**src/rtl/synch_fifo_flex_pkg.sv**
```systemverilog
// Shared constants and width helpers for the synch_fifo_flex family.
package synch_fifo_flex_pkg;

  localparam int unsigned FWFT_OFF = 0;
  localparam int unsigned FWFT_ON  = 1;

  // The count must hold 0..DEPTH inclusive, so it needs one more value than the pointers.
  function automatic int unsigned cnt_width(input int unsigned depth);
    return $clog2(depth + 1);
  endfunction

  function automatic int unsigned ptr_width(input int unsigned depth);
    return (depth < 2) ? 1 : $clog2(depth);
  endfunction

endpackage

```
**src/rtl/synch_fifo_flex_if.sv**
```systemverilog
// Producer/consumer handshake bundle for synch_fifo_flex.
interface synch_fifo_flex_if #(
  parameter int unsigned DATA_WIDTH = 10,
  parameter int unsigned CNT_WIDTH  = 5
);
  logic                  wr_en_i;
  logic [DATA_WIDTH-1:0] wdata_i;
  logic                  full_o;
  logic                  almost_full_o;
  logic                  overflow_o;
  logic                  rd_en_i;
  logic [DATA_WIDTH-1:0] rdata_o;
  logic                  empty_o;
  logic                  almost_empty_o;
  logic                  underflow_o;
  logic [CNT_WIDTH-1:0]  count_o;

  modport master (
    output wr_en_i, wdata_i, rd_en_i,
    input  full_o, almost_full_o, overflow_o, rdata_o,
           empty_o, almost_empty_o, underflow_o, count_o
  );

  modport slave (
    input  wr_en_i, wdata_i, rd_en_i,
    output full_o, almost_full_o, overflow_o, rdata_o,
           empty_o, almost_empty_o, underflow_o, count_o
  );
endinterface

```
**src/rtl/synch_fifo_flex_mem.sv**
```systemverilog
// DEPTH x DATA_WIDTH register array: one synchronous write port, one asynchronous read port.
module fifo_mem #(
  parameter int unsigned DEPTH      = 16,
  parameter int unsigned DATA_WIDTH = 10,
  parameter int unsigned AW         = 4
) (
  input  logic                  clk_i,
  input  logic                  we_i,
  input  logic [AW-1:0]         waddr_i,
  input  logic [DATA_WIDTH-1:0] wdata_i,
  input  logic [AW-1:0]         raddr_i,
  output logic [DATA_WIDTH-1:0] rdata_o
);

  logic [DATA_WIDTH-1:0] mem [DEPTH];

  always_ff @(posedge clk_i) begin
    if (we_i) mem[waddr_i] <= wdata_i;
  end

  assign rdata_o = mem[raddr_i];

endmodule

```
**src/rtl/synch_fifo_flex.sv**
```systemverilog
// Single-clock FIFO with arbitrary depth, optional show-ahead read, occupancy count and level flags.
module synch_fifo_flex
  import synch_fifo_flex_pkg::*;
#(
  parameter int unsigned DEPTH      = 16,
  parameter int unsigned DATA_WIDTH = 10,
  parameter int unsigned FWFT       = FWFT_OFF,
  parameter int unsigned AF_LEVEL   = DEPTH - 2,
  parameter int unsigned AE_LEVEL   = 2
) (
  input logic             clk_i,
  input logic             rst_n_i,
  synch_fifo_flex_if.slave bus
);

  localparam int unsigned CNT_WIDTH = cnt_width(DEPTH);
  localparam int unsigned AW        = ptr_width(DEPTH);

  if (DEPTH < 2 || !(AE_LEVEL < AF_LEVEL && AF_LEVEL <= DEPTH) || FWFT > FWFT_ON) begin : g_bad_cfg
    $error("synch_fifo_flex: illegal DEPTH/AE_LEVEL/AF_LEVEL/FWFT combination");
  end

  logic [AW-1:0]         wr_ptr, rd_ptr;
  logic [CNT_WIDTH-1:0]  count_q, count_nx;
  logic                  full_q, af_q, empty_q, ae_q, ovf_q, unf_q;
  logic                  rd_ok, wr_ok;
  logic [DATA_WIDTH-1:0] mem_rdata;

  // Explicit wrap at DEPTH-1 so non-power-of-2 depths never touch unused slots.
  function automatic logic [AW-1:0] ptr_inc(input logic [AW-1:0] p);
    return (p == AW'(DEPTH - 1)) ? '0 : p + AW'(1);
  endfunction

  always_comb begin
    rd_ok    = bus.rd_en_i & ~empty_q;
    wr_ok    = bus.wr_en_i & (~full_q | rd_ok);
    count_nx = count_q;
    if (wr_ok & ~rd_ok)      count_nx = count_q + CNT_WIDTH'(1);
    else if (rd_ok & ~wr_ok) count_nx = count_q - CNT_WIDTH'(1);
  end

  // Flags come from next-count so they line up with count_o on the same cycle.
  always_ff @(posedge clk_i or negedge rst_n_i) begin
    if (!rst_n_i) begin
      wr_ptr  <= '0;
      rd_ptr  <= '0;
      count_q <= '0;
      full_q  <= 1'b0;
      af_q    <= (AF_LEVEL == 0);
      empty_q <= 1'b1;
      ae_q    <= 1'b1;
      ovf_q   <= 1'b0;
      unf_q   <= 1'b0;
    end else begin
      if (wr_ok) wr_ptr <= ptr_inc(wr_ptr);
      if (rd_ok) rd_ptr <= ptr_inc(rd_ptr);
      count_q <= count_nx;
      full_q  <= (count_nx == CNT_WIDTH'(DEPTH));
      af_q    <= (count_nx >= CNT_WIDTH'(AF_LEVEL));
      empty_q <= (count_nx == '0);
      ae_q    <= (count_nx <= CNT_WIDTH'(AE_LEVEL));
      ovf_q   <= bus.wr_en_i & ~wr_ok;
      unf_q   <= bus.rd_en_i & ~rd_ok;
    end
  end

  fifo_mem #(
    .DEPTH      (DEPTH),
    .DATA_WIDTH (DATA_WIDTH),
    .AW         (AW)
  ) u_mem (
    .clk_i   (clk_i),
    .we_i    (wr_ok),
    .waddr_i (wr_ptr),
    .wdata_i (bus.wdata_i),
    .raddr_i (rd_ptr),
    .rdata_o (mem_rdata)
  );

  if (FWFT == FWFT_ON) begin : g_fwft
    assign bus.rdata_o = mem_rdata;
  end else begin : g_std
    logic [DATA_WIDTH-1:0] rdata_q;
    always_ff @(posedge clk_i or negedge rst_n_i) begin
      if (!rst_n_i)   rdata_q <= '0;
      else if (rd_ok) rdata_q <= mem_rdata;
    end
    assign bus.rdata_o = rdata_q;
  end

  assign bus.full_o         = full_q;
  assign bus.almost_full_o  = af_q;
  assign bus.overflow_o     = ovf_q;
  assign bus.empty_o        = empty_q;
  assign bus.almost_empty_o = ae_q;
  assign bus.underflow_o    = unf_q;
  assign bus.count_o        = count_q;

endmodule
```
**src/flat_wrapper.sv**
```systemverilog
// flat-port wrapper written by rule: the top's interface ports become plain ports
module synch_fifo_flex_flat import synch_fifo_flex_pkg::*;
#(
  parameter int unsigned DEPTH      = 16,
  parameter int unsigned DATA_WIDTH = 10,
  parameter int unsigned FWFT       = FWFT_OFF,
  parameter int unsigned AF_LEVEL   = DEPTH - 2,
  parameter int unsigned AE_LEVEL   = 2
)
  (clk_i, rst_n_i, bus_wr_en_i, bus_wdata_i, bus_rd_en_i, bus_full_o, bus_almost_full_o, bus_overflow_o, bus_rdata_o, bus_empty_o, bus_almost_empty_o, bus_underflow_o, bus_count_o);
  synch_fifo_flex_if #(.DATA_WIDTH(DATA_WIDTH)) bus_i ();
  input logic clk_i;
  input logic rst_n_i;
  input wire logic [$bits(bus_i.wr_en_i)-1:0] bus_wr_en_i;
  input wire logic [$bits(bus_i.wdata_i)-1:0] bus_wdata_i;
  input wire logic [$bits(bus_i.rd_en_i)-1:0] bus_rd_en_i;
  output wire logic [$bits(bus_i.full_o)-1:0] bus_full_o;
  output wire logic [$bits(bus_i.almost_full_o)-1:0] bus_almost_full_o;
  output wire logic [$bits(bus_i.overflow_o)-1:0] bus_overflow_o;
  output wire logic [$bits(bus_i.rdata_o)-1:0] bus_rdata_o;
  output wire logic [$bits(bus_i.empty_o)-1:0] bus_empty_o;
  output wire logic [$bits(bus_i.almost_empty_o)-1:0] bus_almost_empty_o;
  output wire logic [$bits(bus_i.underflow_o)-1:0] bus_underflow_o;
  output wire logic [$bits(bus_i.count_o)-1:0] bus_count_o;
  assign bus_i.wr_en_i = bus_wr_en_i;
  assign bus_i.wdata_i = bus_wdata_i;
  assign bus_i.rd_en_i = bus_rd_en_i;
  assign bus_full_o = bus_i.full_o;
  assign bus_almost_full_o = bus_i.almost_full_o;
  assign bus_overflow_o = bus_i.overflow_o;
  assign bus_rdata_o = bus_i.rdata_o;
  assign bus_empty_o = bus_i.empty_o;
  assign bus_almost_empty_o = bus_i.almost_empty_o;
  assign bus_underflow_o = bus_i.underflow_o;
  assign bus_count_o = bus_i.count_o;
  synch_fifo_flex #(.DEPTH(DEPTH), .DATA_WIDTH(DATA_WIDTH), .FWFT(FWFT), .AF_LEVEL(AF_LEVEL), .AE_LEVEL(AE_LEVEL)) u_core (.clk_i(clk_i), .rst_n_i(rst_n_i), .bus(bus_i));
endmodule
```
**config.mk**
```make
export PLATFORM = sky130hd
export DESIGN_NAME = synch_fifo_flex_flat
export DESIGN_NICKNAME = d
export VERILOG_FILES = /design/src/rtl/synch_fifo_flex_pkg.sv /design/src/rtl/synch_fifo_flex_if.sv /design/src/rtl/synch_fifo_flex_mem.sv /design/src/rtl/synch_fifo_flex.sv /design/src/flat_wrapper.sv
export SDC_FILE = /design/constraint.sdc
export NUM_CORES = 1
export LEC_CHECK = 0
export ABC_AREA = 1
export BUFFER_PORTS_ARGS = -buffer_cell sky130_fd_sc_hd__buf_2
export CORE_ASPECT_RATIO = 0.5
export CORE_UTILIZATION = 35
export CTS_CLUSTER_DIAMETER = 200
export DETAILED_ROUTE_END_ITERATION = 8
export PLACE_DENSITY = 0.62
export RECOVER_POWER = 50
export SLEW_MARGIN = 30
export SYNTH_ARGS = -nofsm -noshare
export SYNTH_HDL_FRONTEND = slang
export SYNTH_SLANG_ARGS = --single-unit
```
**constraint.sdc**
```tcl
create_clock -name clk_i -period 4.91 [get_ports clk_i]
set_clock_uncertainty 0.15 [all_clocks]
set_input_delay 0.2455 -clock clk_i [delete_from_list [all_inputs] [get_ports clk_i]]
set_output_delay 0.2455 -clock clk_i [all_outputs]
set_load 0.005 [all_outputs]
```
Word level (Yosys, flattened, before mapping)
Memory sizes are Yosys's and may differ from the RTL's. A register that Yosys moved wholly into a read port is not among the register bits.
Index checks and enable logic that the tools add are counted.
{"block": "totals", "ramBits": 160, "memories": 1, "ff_bits": 19, "out_inout_bits": 21, "word_cells": 38, "inputBits": 14}
{"block": "classes", "reduce_logical": 2, "order_cmp": 2, "n_addsub": 4, "n_mux": 6, "n_eq_ne": 3, "bitwise_logic": 11}
{"name": "u_core.u_mem.mem", "words": 16, "width": 10, "rd": 1, "rd_clocked_by_memory_dff": 1, "write_ports": 1, "line": "synch_fifo_flex_mem.sv:15", "rtl": "logic [DATA_WIDTH-1:0] mem [DEPTH];"}
{"cell": "5-bit 2-to-1 mux", "count": 2}
{"cell": "4-bit by 1-bit adder with 4-bit output, second input constant", "count": 2}
{"cell": "4-bit == test, second input constant", "count": 2}
{"cell": "4-bit 2-to-1 mux", "count": 2}
{"cell": "1-bit AND", "count": 6}
{"cell": "5-bit by 1-bit adder with 5-bit output, second input constant", "count": 1}
{"cell": "5-bit == test, second input constant", "count": 1}
{"cell": "5-bit by 4-bit >= comparator with 1-bit output, second input constant", "count": 1}
{"cell": "5-bit by 2-bit <= comparator with 1-bit output, second input constant", "count": 1}
{"cell": "5-bit zero test", "count": 1}
{"cell": "5-bit by 1-bit subtractor with 5-bit output, second input constant", "count": 1}
{"cell": "1-bit inverter", "count": 4}
{"cell": "1-bit 2-to-1 mux", "count": 2}
{"cell": "1-bit zero test", "count": 1}
{"cell": "1-bit OR", "count": 1}

Logic depth before layout (Yosys ltp)
Gate-level depths: netlist of the first run.
{"block": "depth", "ltp_word": 9, "mapped_depth": 11, "mapped_depth_nobuf": 10}

By module
Synthesis of the first run repeated with hierarchy kept, for this count alone.
{"block": "hier_totals", "cells_unflattened": 841, "area_unflattened_um2": 8390.5}
{"mod": "fifo_mem", "instances": 1, "seq_area_each_um2": 4804.6, "cells_each": 672, "area_per_inst_um2": 6971.7}
{"mod": "synch_fifo_flex", "instances": 1, "seq_area_each_um2": 728.2, "cells_each": 169, "area_per_inst_um2": 1418.9}

Worst setup path before layout of the first run
No wires, ideal clock.
{"block": "synth_timing", "path_kind": "register to register", "start": "register u_core.empty_q, in the netlist u_core.bus.empty_o", "end": "memory u_core.u_mem.mem[11][0], enable pin", "setup_ns": 0.376, "t_arrival_ns": 1.346, "required_time_ns": 4.384, "path_buffers": 0, "slack_ns": 3.037, "path_stages_with_launch": 6, "period_less_slack_ns": 1.873, "path_cell_list": "dfstp_2 > inv_2 > nand2_4 > a21oi_4 > nand2_1 > nor2_1"}
{"block": "synth_via", "elab_chain_len": 6}
{"element": "from (decl)", "line": "synch_fifo_flex.sv:25", "rtl": "logic full_q, af_q, empty_q, ae_q, ovf_q, unf_q;"}
{"element": "from (signal assigned)", "line": "synch_fifo_flex.sv:60", "rtl": "empty_q <= (count_nx == '0);"}
{"element": "1-bit inverter", "line": "synch_fifo_flex.sv:35", "rtl": "rd_ok = bus.rd_en_i & ~empty_q;"}
{"element": "1-bit AND", "line": "synch_fifo_flex.sv:35"}
{"element": "1-bit OR", "line": "synch_fifo_flex.sv:36", "rtl": "wr_ok = bus.wr_en_i & (~full_q | rd_ok);"}
{"element": "1-bit AND", "line": "synch_fifo_flex.sv:36"}
{"element": "1-bit 2-to-1 mux", "line": "synch_fifo_flex_mem.sv:18", "rtl": "if (we_i) mem[waddr_i] <= wdata_i;"}
{"element": "1-bit 2-to-1 mux (not written as such)", "line": "synch_fifo_flex_mem.sv:18"}
{"element": "to (decl)", "line": "synch_fifo_flex_mem.sv:15"}
No other way between the ends.

Worst setup path after layout of the first run
{"block": "layout_timing", "start": "input port bus_rd_en_i", "end": "memory u_core.u_mem.mem[7][6], enable pin"}
{"block": "layout_via", "elab_chain_len": 5}
{"element": "from (decl)", "line": "flat_wrapper.sv:16", "rtl": "input wire logic [$bits(bus_i.rd_en_i)-1:0] bus_rd_en_i;"}
{"element": "1-bit AND", "line": "synch_fifo_flex.sv:35"}
{"element": "1-bit OR", "line": "synch_fifo_flex.sv:36"}
{"element": "1-bit AND", "line": "synch_fifo_flex.sv:36"}
{"element": "1-bit 2-to-1 mux", "line": "synch_fifo_flex_mem.sv:18"}
{"element": "1-bit 2-to-1 mux (not written as such)", "line": "synch_fifo_flex_mem.sv:18"}
No other way between the ends.

==> results of run 1 <==
per-stage QoR:
stage / setup WS [ns] / total power [W] / util, % / std cells / hold slack [ns]
finish: 2.45 / 0.00517 / 40.6 / 1050 / 0.0257
global route: 2.32 / 0.00547 / 40.6 / 1050 / 0.0260
CTS: 2.41 / 0.00520 / 40.7 / 1050 / 0.0182
detailed placement: 2.44 / 0.00386 / 38.0 / 1016 / 0.175
global placement: 2.52 / 0.00385 / 37.9 / 1016 / 0.161
floorplan: 3.04 / 0.00335 / - / 715 / -0.200
Yosys cell counts, drive strengths merged:
master | instances | area [µm²]
xnor2 | 1 | 8.76
dfstp | 2 | 52.6
edfxtp | 160 | 4800
ha | 7 | 87.6
nand4 | 4 | 25.0
o22ai | 1 | 6.26
dfrtp | 27 | 676
a21oi | 2 | 21.3
nor2 | 29 | 160
xor2 | 3 | 26.3
nor3b | 1 | 12.5
and2 | 1 | 6.26
nand2 | 277 | 1060
inv | 22 | 85.1
nand3 | 136 | 708
clkbuf | 7 | 26.3
nor3 | 2 | 10.0
o21ai | 5 | 25.0
buf | 28 | 165
critical path, stage by stage:
cell,delay (ns)
dlygate4sd3_1,0.52
buf_2,0.15
nand2_4,0.15
a21oi_4,0.30
nand2_1,0.20
nor2_1,0.79
state kept, by name, indices dropped and copies added (netlist names):
register,cells
u_core.bus.full_o,1
u_core.bus.empty_o,1
u_core.bus.almost_full_o,1
u_core.rd_ptr,4
u_core.wr_ptr,4
u_core.bus.rdata_o,10
u_core.bus.underflow_o,1
u_core.bus.overflow_o,1
u_core.u_mem.mem,160
u_core.bus.count_o,5
u_core.bus.almost_empty_o,1
cell families (layout without fill, tap and decap cells):
group / count (synthesis) / after routing / share of synthesized area [%]
simple gates: 450 / 450 / 24.9
flops: 189 / 189 / 69.5
buf+inv: 57 / 92 / 3.47
compound gates: 8 / 8 / 0.660
fa+ha+maj: 7 / 7 / 1.10
xor+xnor: 4 / 4 / 0.440
power breakdown:
part	internal, W	leakage, nW	total [W]	switching, W
clock network	0.000751	0.275	0.00135	0.000595
registers	0.00197	1.80	0.00212	0.000150
logic	0.000494	1.34	0.00171	0.00121
total	0.00321	3.42	0.00517	0.00196
layer usage:
layer | share of wire [%] | up-vias | wire length [µm] | GRT usage [%]
met5 | 0 | - | 0 | 0
met2 | 48 | 117 | 8860 | 27.0
li1 | - | 2473 | - | -
met4 | 2.2 | 0 | 406 | 6.74
met1 | 46 | 2569 | 8610 | 22.4
met3 | 3.7 | 30 | 691 | 3.15
worst max path at each step:
stage                        from                 endpoint  cells after the start
6_report              bus_rd_en_i   u_core.u_mem.mem[7][6]                      6
5_1_grt               bus_rd_en_i   u_core.u_mem.mem[7][7]                      6
4_1_cts               bus_rd_en_i   u_core.u_mem.mem[8][8]                      6
3_5_place_dp   u_core.bus.empty_o   u_core.u_mem.mem[8][9]                      5
3_3_place_gp     u_core.rd_ptr[1]    u_core.bus.rdata_o[9]                      9
2_1_floorplan  u_core.bus.empty_o  u_core.u_mem.mem[11][0]                      5
final cells by class:
cell class | instances | area [µm²]
flip-flops and latches | 189 | 5530
clock inverters | 13 | 141
multi-input cells | 469 | 2180
clock buffers | 19 | 433
inverters | 22 | 85.1
fillers | 2059 | 13000
repair buffers | 38 | 183
well taps | 300 | 375
==> results by group, run 1 <==
Outcome
  • Status: finished, violations left
  • Violated checks: max-capacitance violations, max-slew violations

Worst setup path
  • Reg2Reg Setup Slack: 2.47 ns
  • Reg-to-Reg End: u_core.u_mem.mem[7][6]
  • Startpoint types: input pin
  • Max Fanout on Critical Path: 15
  • RR Startpoint: u_core.bus.empty_o
  • Crit path DAT: 2.37 ns
  • Worst setup path category: in2reg
  • Crit path capture type: flip-flop
  • Required time of the critical path: 4.82 ns
  • R2R cell count: 5

Flow run
  • MaxCap Viol Count: 1

Die
  • Effective utilization at floorplan: 36.3%
  • Chip Width: 215 µm
  • # IOs: 35
  • Site Rows: 38
  • Die area: 23400 µm²
  • Die height: 109 µm
  • Core area: 22000 µm²

Detailed routing
  • Vias per inst: 4.94
  • Wire per inst: 17.7 µm
  • Drt first pass iters: 7
  • Routed Antenna Nets: 0
  • DRC Markers: 0
  • First DRT Iteration DRCs: 532
  • Vias post-DR: 5189
  • Total wire length: 18600 µm

Global routing
  • Initial antenna violation count: 0
  • Global-route wire length before repair: 28900 µm
  • Total gr overflow: 0
  • Number of global-route vias before repair: 4954
  • All-Layer GR Usage: 16.7%
  • Largest net degree at the start of global routing: 83

Timing
  • Worst rel slew slack: -10.5%
  • Final Critical Period: 2.46 ns
  • Setup violation total in the final timing report: 0
  • Max Clock Freq: 406 MHz
  • Final period util: 50.1%
  • Worst Tran Pin Value: 1.66 ns
  • Hold Fails Final Rpt: 0
  • Setup_tns: 0 ns
  • RSZ-0062 raised after global routing: false
  • Final Slew Violations: 30

Finish
  • Final instance area: 8930 µm²
  • N_diodes: 0
  • Layout Nets: 758
  • Most common cell after layout, fill and taps aside: nand2_1
  • Layout area overhead: 12.1%
  • Layout cells sized above 1: 11.6%
  • Most frequent cells in the layout: 272 x nand2_1, 160 x edfxtp_1, 132 x nand3_1

Hold path
  • Min-Delay Path Class: in2reg
  • WHS Path Cells: 3
  • Hold EP: u_core.bus.overflow_o
  • Min-delay src: bus_wr_en_i

Placement
  • GPL Wtd Cong: 0.874
  • Placed cell area: 8340 µm²
  • DP HPWL: 11700 µm
  • Port bufs: 34

Pwr
  • Leakage: 3.42 nW
  • Power Density: 579 nW/µm²
  • Worst vdd ir: 0.273 mV

Clocking
  • CTS root buf: clkbuf_16
  • Htree depth: 4
  • Inserted Clock Buffers: 17
  • Clock net sink count: 189
  • Clk_lat worst skew: 0.44 ns
  • Max Root-Sink Buffers: 2
  • Post-CTS resize count: 0
  • Post-CTS Setup Inserts: 0
  • CTS tree: done
  • Clk slew on worst S/H paths: 0.07 ns
  • Hold buffers post-CTS: 2

Logic synthesis
  • Synth warnings: 0
  • Avg Cell Area, Syn: 11.1 µm²
  • Register bit total from synthesis: 189
  • Synth cell types: 31
  • Synth Instances: 715
  • Syn Nets: 736
  • Post-synthesis sequential area ratio: 69.5%
  • Post-Syn Area: 7960 µm²
(Power assumes the default switching activity.)
==> inputs of run 2 (changes only) <==
--- a/config.mk
+++ b/config.mk
@@ -11,7 +11,7 @@
 export CORE_UTILIZATION = 35
 export CTS_CLUSTER_DIAMETER = 200
 export DETAILED_ROUTE_END_ITERATION = 8
-export PLACE_DENSITY = 0.62
+export PLACE_DENSITY = 0.64
 export RECOVER_POWER = 50
 export SLEW_MARGIN = 30
 export SYNTH_ARGS = -nofsm -noshare
==> constraint.sdc (replaced) <==
create_clock -name clk_i -period 2.2 [get_ports clk_i]
set_clock_uncertainty 0.15 [all_clocks]
set_input_delay 0.11 -clock clk_i [delete_from_list [all_inputs] [get_ports clk_i]]
set_output_delay 0.11 -clock clk_i [all_outputs]
set_load 0.005 [all_outputs]
==> run 2 against run 1 <==
Effect of this change:
- hold slack improved by 0.065 ns
- the run now ends clean
- die area unchanged
- final area increased by 3.1%
- first-iteration DRC count decreased by 3.9%
- count of clock-buffer cells in the layout decreased by 1
- non-clock buffer count increased by 34
- combinational power increased by 140%
- register-to-register slack got worse by 2.2 ns
- critical path type is now reg2reg
- clock power increased by 120%
- power increased by 130%
- largest power group unchanged
- sequential power increased by 120%
- core utilization increased by 1.3 points
==> results by group, run 2 (synthesis gave the netlist of run 1 again) <==
Outcome
  • Status: completed

Placement
  • DP HPWL: 12100 µm (+3.4%)
  • Dpl ws: 0.228 ns (-2.22 ns)
  • GPL Wtd Cong: 0.880 (+0.65%)
  • Port bufs: 34 (unchanged)
  • Placed cells: 1042 (+2.6%)

Global routing
  • All-Layer GR Usage: 16.6% (-0.12 points)
  • Number of global-route vias before repair: 5139 (+3.7%)
  • Total gr overflow: 0 (unchanged)
  • Global-route wire length before repair: 28600 µm (-1.2%)
  • Largest net degree at the start of global routing: 42 (-49%)
  • Initial antenna violation count: 0 (unchanged)

Finish
  • Util after Layout: 41.9% (+1.3 points)
  • Register with the most flip-flops: u_core.u_mem.mem
  • Filler cells: 2106 (+2.3%)
  • Most common cell after layout, fill and taps aside: nand2_1
  • Layout area overhead: 15.6%
  • Most frequent cells in the layout: 272 x nand2_1, 160 x edfxtp_1, 132 x nand3_1
  • Largest register FFs: 160 (unchanged)
  • Layout Nets: 792 (+4.5%)
  • Layout cells sized above 1: 13.4% (+1.8 points)
  • N_diodes: 0 (unchanged)
  • Finished Layout Cells: 1083 (+3.1%)

Clocking
  • Clk slew on worst S/H paths: 0.06 ns (about the same)
  • Clk_lat worst skew: 0.43 ns (about the same)
  • Post-CTS resize count: 0 (unchanged)
  • Htree depth: 4 (unchanged)
  • Max Root-Sink Buffers: 2 (unchanged)
  • Post-CTS Setup Inserts: 0 (unchanged)
  • Hold buffers post-CTS: 9 (+7)
  • Clock net sink count: 189 (unchanged)
  • CTS root buf: clkbuf_16
  • Inserted Clock Buffers: 17 (unchanged)
  • CTS tree: done

Timing
  • Setup violation total in the final timing report: 0 (unchanged)
  • Final period util: 89.4%
  • Fin worst setup slack: 0.234 ns (-2.21 ns)
  • Worst rel slew slack: 28.8% (+39 points)
  • Hold Fails Final Rpt: 0 (unchanged)
  • Final Critical Period: 1.97 ns
  • Final Slew Violations: 0 (-100%)
  • RSZ-0062 raised after global routing: false
  • Setup_tns: 0 ns (unchanged)
  • Worst Tran Pin Value: 1.07 ns (-0.590 ns)
  • Max Clock Freq: 509 MHz

Detailed routing
  • First DRT Iteration DRCs: 511 (-3.9%)
  • Total wire length: 18600 µm (+0.10%)
  • Vias per inst: 4.92 (-0.52%)
  • DRC Markers: 0 (unchanged)
  • Vias post-DR: 5324 (+2.6%)
  • Metal3 WL: 1020 µm (+47%)
  • Drt first pass iters: 6 (-1)
  • Routed Antenna Nets: 0 (unchanged)
  • Met1 wire length: 8020 µm (-6.8%)
  • Top sig layer: met4
  • Routed wl met2: 9020 µm (+1.7%)
  • Wire per inst: 17.2 µm (-2.9%)

Die
  • Die area: 23400 µm² (unchanged)
  • Chip Width: 215 µm (unchanged)
  • Effective utilization at floorplan: 36.3% (unchanged)
  • # IOs: 35 (unchanged)
  • Core area: 22000 µm² (unchanged)
  • Die height: 109 µm (unchanged)
  • Site Rows: 38 (unchanged)

Pwr
  • Worst vdd ir: 0.579 mV (+110%)
  • Leakage: 3.60 nW (+5.4%)
  • Power Density: 1270 nW/µm² (+120%)
  • Tot Pwr: 0.0117 W (+130%)

Flow run
  • MaxCap Viol Count: 0 (-1)

Worst setup path
  • Crit path capture type: flip-flop
  • Worst setup path category: reg2reg
  • Required time of the critical path: 2.18 ns (-2.64 ns)
  • R2R cell count: 6 (+1)
  • Slowest stage delay, CP: 0.39 ns (-0.40 ns)
  • Max Fanout on Critical Path: 15 (unchanged)
  • Startpoint types: flip-flop
  • CP Cell Sequence: inv_2 > nand2_4 > a21oi_4 > nand2_1 > nor2_1 > buf_4
  • CP max stage cell: dfstp_1
  • Crit path DAT: 1.95 ns (-0.42 ns)

Hold path
  • Min-Delay Path Class: in2async
run 2: cell count changes in the layout (fill, tap and decap cells not counted), sizes merged:
cell         before  now
buf              18   47
clkbuf           37   33
clkinv            7    8
clkinvlp          2    3
dlygate4sd3       2   10
inv              24   22
run 2: cell type report:
class | count | area [µm²] | share of cell area, %
repair buffers | 72 | 499 | 5.42
well taps | 300 | 375 | 4.08
clock buffers | 18 | 429 | 4.66
inverters | 22 | 85.1 | 0.924
multi-input cells | 469 | 2150 | 23.4
clock inverters | 13 | 126 | 1.37
flip-flops and latches | 189 | 5530 | 60.1
run 2: critical path, delay by kind of cell (launching register included):
kind	cells	cell delay (ns)
flops	1	0.39
compound gates	1	0.29
buf+inv	2	0.29
simple gates	3	0.54
run 2: metrics by stage:
| stage | hold slack, ns | cell area, µm² |
|---|---|---|
| floorplan | -0.336 | 7960 |
| global placement | 0.0288 | 8570 |
| detailed placement | 0.0422 | 8570 |
| CTS | 0.00180 | 9210 |
| global route | 0.168 | 9200 |
| finish | 0.0903 | 9200 |
run 2: path summary, 6_finish.rpt:
kind | start | to | slack (ns)
min reg2reg | u_core.bus.rdata_o[9] | u_core.bus.rdata_o[9] | 0.32
max reg2reg | u_core.bus.empty_o | u_core.u_mem.mem[1][4] | 0.23
max in group asynchronous | rst_n_i | u_core.rd_ptr[0] | 1.33
min | rst_n_i | u_core.bus.underflow_o | 0.09
max | u_core.bus.empty_o | u_core.u_mem.mem[1][4] | 0.23
min in group clk_i | bus_wdata_i[9] | u_core.u_mem.mem[15][9] | 0.26
run 2: metal layers:
metal	vias to the layer above	GRT usage (%)
met4	0	7.55
met2	187	28.2
li1	2546	-
met5	-	0
met1	2556	20.8
met3	35	3.21
run 2: report_power, final:
group,internal (W),leakage (nW),switching (W),total (W)
clock network,0.00165,0.264,0.00129,0.00294
logic,0.00130,1.54,0.00276,0.00406
registers,0.00439,1.80,0.000284,0.00468
==> inputs of run 3 (changes only) <==
--- a/config.mk
+++ b/config.mk
@@ -7,7 +7,6 @@
 export LEC_CHECK = 0
 export ABC_AREA = 1
 export BUFFER_PORTS_ARGS = -buffer_cell sky130_fd_sc_hd__buf_2
-export CORE_ASPECT_RATIO = 0.5
 export CORE_UTILIZATION = 35
 export CTS_CLUSTER_DIAMETER = 200
 export DETAILED_ROUTE_END_ITERATION = 8
==> run 3 against run 2 <==
Effect of this change:
- first-iteration DRC count is 17% lower
- core utilization hardly changed
- non-clock buffer count is 2 higher
- die area is 0.16% lower
- critical path type unchanged
- clock power is 9.5% higher
- power is 2.2% higher
- wire length is 0.53% higher
- critical path depth stayed put
- sequential cell count stayed put
- highest routed layer unchanged
==> results by group, run 3 (synthesis gave the netlist of run 1 again) <==
Worst setup path
  • Crit path DAT: 1.93 ns (-0.02 ns)
  • Delay-heaviest family, CP: simple AND/OR/NAND/NOR gates
  • Startpoint types: flip-flop
  • CP max stage cell: dfstp_1
  • Slowest stage delay, CP: 0.39 ns (about the same)
  • Crit path capture type: flip-flop
  • Max Fanout on Critical Path: 10 (-5)
  • Worst setup path category: reg2reg
  • Buf/Inv on CP: 2 (unchanged)
  • CP Cell Sequence: inv_2 > nand2_4 > a21oi_4 > nand2_1 > nor2_1 > buf_4
  • Worst setup path start: u_core.bus.empty_o
  • Required time of the critical path: 2.18 ns (about the same)
  • RR Startpoint: u_core.bus.empty_o
  • Reg2Reg Setup Slack: 0.24 ns (about the same)

Pwr
  • Worst vdd ir: 0.710 mV (+23%)
  • P_sw: 0.00437 W (+0.61%)
  • Power Density: 1290 nW/µm² (+1.7%)
  • Combinational Power Share: 33.8% (-1.0 points)
  • Clock network power share: 27.0% (+1.8 points)
  • Leakage: 3.65 nW (+1.3%)
  • Internal: 0.00758 W (+3.2%)
  • Sequential power share: 39.2% (-0.8 points)
  • Switching share of power: 36.6% (-0.59 points)
  • Tot Pwr: 0.0119 W (+2.2%)

Global routing
  • Initial antenna violation count: 0 (unchanged)
  • Number of global-route vias before repair: 5346 (+4.0%)
  • Largest net degree at the start of global routing: 52 (+24%)
  • Total gr overflow: 0 (unchanged)
  • Global-route wire length before repair: 29800 µm (+4.3%)
  • All-Layer GR Usage: 17.0% (+0.41 points)

Timing
  • Final Critical Period: 1.96 ns (-0.00876 ns)
  • Hold Fails Final Rpt: 0 (unchanged)
  • Hold WS: 0.154 ns (+0.0638 ns)
  • Max Clock Freq: 511 MHz (+0.45%)
  • Worst Tran Pin Value: 1.07 ns (+0.00404 ns)
  • Final Slew Violations: 0 (unchanged)
  • Worst rel slew slack: 28.6% (-0.27 points)
  • Final period util: 89.0% (-0.40 points)
  • Setup_tns: 0 ns (unchanged)
  • Setup violation total in the final timing report: 0 (unchanged)
  • RSZ-0062 raised after global routing: false

Finish
  • Filler cells: 2092 (-0.66%)
  • Layout Nets: 794 (+0.25%)
  • Most frequent cells in the layout: 272 x nand2_1, 160 x edfxtp_1, 132 x nand3_1
  • Multi-input gate area: 2150 µm² (unchanged)
  • N_diodes: 0 (unchanged)
  • Most common cell after layout, fill and taps aside: nand2_1
  • Layout area overhead: 16.2%
  • Finished Layout Cells: 1066 (-1.6%)
  • Reg area: 5530 µm² (unchanged)
  • Register with the most flip-flops: u_core.u_mem.mem
  • Layout cells sized above 1: 14.0% (+0.58 points)
  • Util after Layout: 41.9% (about the same)
  • Largest register FFs: 160 (unchanged)

Detailed routing
  • Total wire length: 18700 µm (+0.53%)
  • Routed wl met2: 9060 µm (+0.48%)
  • Drt first pass iters: 5 (-1)
  • DRC Markers: 0 (unchanged)
  • Metal3 WL: 900 µm (-12%)
  • Vias post-DR: 5308 (-0.30%)
  • Top sig layer: met4
  • Met1 wire length: 8570 µm (+6.8%)
  • Routed Antenna Nets: 0 (unchanged)
  • Vias per inst: 4.98 (+1.3%)
  • First DRT Iteration DRCs: 424 (-17%)
  • Wire per inst: 17.5 µm (+2.1%)

Flow run
  • MaxCap Viol Count: 0 (unchanged)

Clocking
  • Htree depth: 4 (unchanged)
  • Clock net sink count: 189 (unchanged)
  • Clk slew on worst S/H paths: 0.07 ns (about the same)
  • Post-CTS resize count: 0 (unchanged)
  • Clk_lat worst skew: 0.43 ns (about the same)
  • Max Root-Sink Buffers: 2 (unchanged)
  • CTS tree: done
  • Inserted Clock Buffers: 17 (unchanged)
  • CTS root buf: clkbuf_16

Placement
  • Port bufs: 34 (unchanged)
  • DP HPWL: 11900 µm (-1.5%)
  • Placed cells: 1021 (-2.0%)
  • GPL Wtd Cong: 0.850 (-3.4%)

Die
  • Effective utilization at floorplan: 36.0% (-0.21 points)
  • # IOs: 35 (unchanged)
  • Site Rows: 54 (+42%)
  • Die area: 23400 µm² (-0.16%)
  • Core area: 22100 µm² (+0.58%)
  • Die height: 153 µm (+41%)
  • Chip Width: 153 µm (-29%)

Outcome
  • Status: completed

Hold path
  • Min-Delay Path Class: in2async
-- run 3: cell count changes in the layout (fill, tap and decap cells not counted), moves of 2 or more --
cell / delta
dlygate4sd3_1: +3
bufinv_16: +2
clkbuf_1: -2
inv_6: +3
clkinv_1: -3
-- run 3: final cells by class --
type                    count  share of cell area, %
clock inverters            14                   2.05
clock buffers              18                   4.64
inverters                  22                  0.919
repair buffers             74                   5.53
multi-input cells         469                   23.3
flip-flops and latches    189                   59.8
well taps                 280                   3.79
-- run 3: worst reg2reg max path: cells and delay by family (launching register included) --
family	cells	cell delay, ns
flops	1	0.39
simple gates	3	0.49
buf+inv	2	0.31
compound gates	1	0.32
-- run 3: worst paths after layout --
kind,to,cells past startpoint
worst min-delay path,u_core.bus.almost_full_o,2
worst max-delay path,u_core.u_mem.mem[5][2],6
worst min register to register,u_core.bus.rdata_o[2],2
max in group asynchronous,u_core.rd_ptr[0],2
worst max register to register,u_core.u_mem.mem[5][2],6
min in group clk_i,u_core.bus.rdata_o[2],2
-- run 3: repair_timing --
action / in CTS / in global routing
hold buffers: 12 / 1
setup buffers: 0 / 0
endpoints found under the hold margin: 151 / 3
-- run 3: stage by stage --
stage	setup WS [ns]	cell area, µm²
2_1_floorplan	0.327	7960
3_3_place_gp	0.321	8520
3_5_place_dp	0.280	8520
4_1_cts	0.264	9260
5_1_grt	0.155	9260
6_report	0.243	9260
-- run 3: per-layer routing --
layer,global-route usage (%),up-vias
li1,-,2554
met5,0,-
met1,22.9,2608
met2,27.6,131
met3,4.08,15
met4,4.28,0
-- run 3: power groups by stage --
stage          clock network, W  registers (W)  logic [W]
3_3_place_gp                  0        0.00475    0.00399
4_1_cts                 0.00328        0.00469    0.00407
6_report                0.00322        0.00469    0.00403
5_1_grt                 0.00342        0.00473    0.00455
2_1_floorplan                 0        0.00467    0.00280
3_5_place_dp                  0        0.00476    0.00402
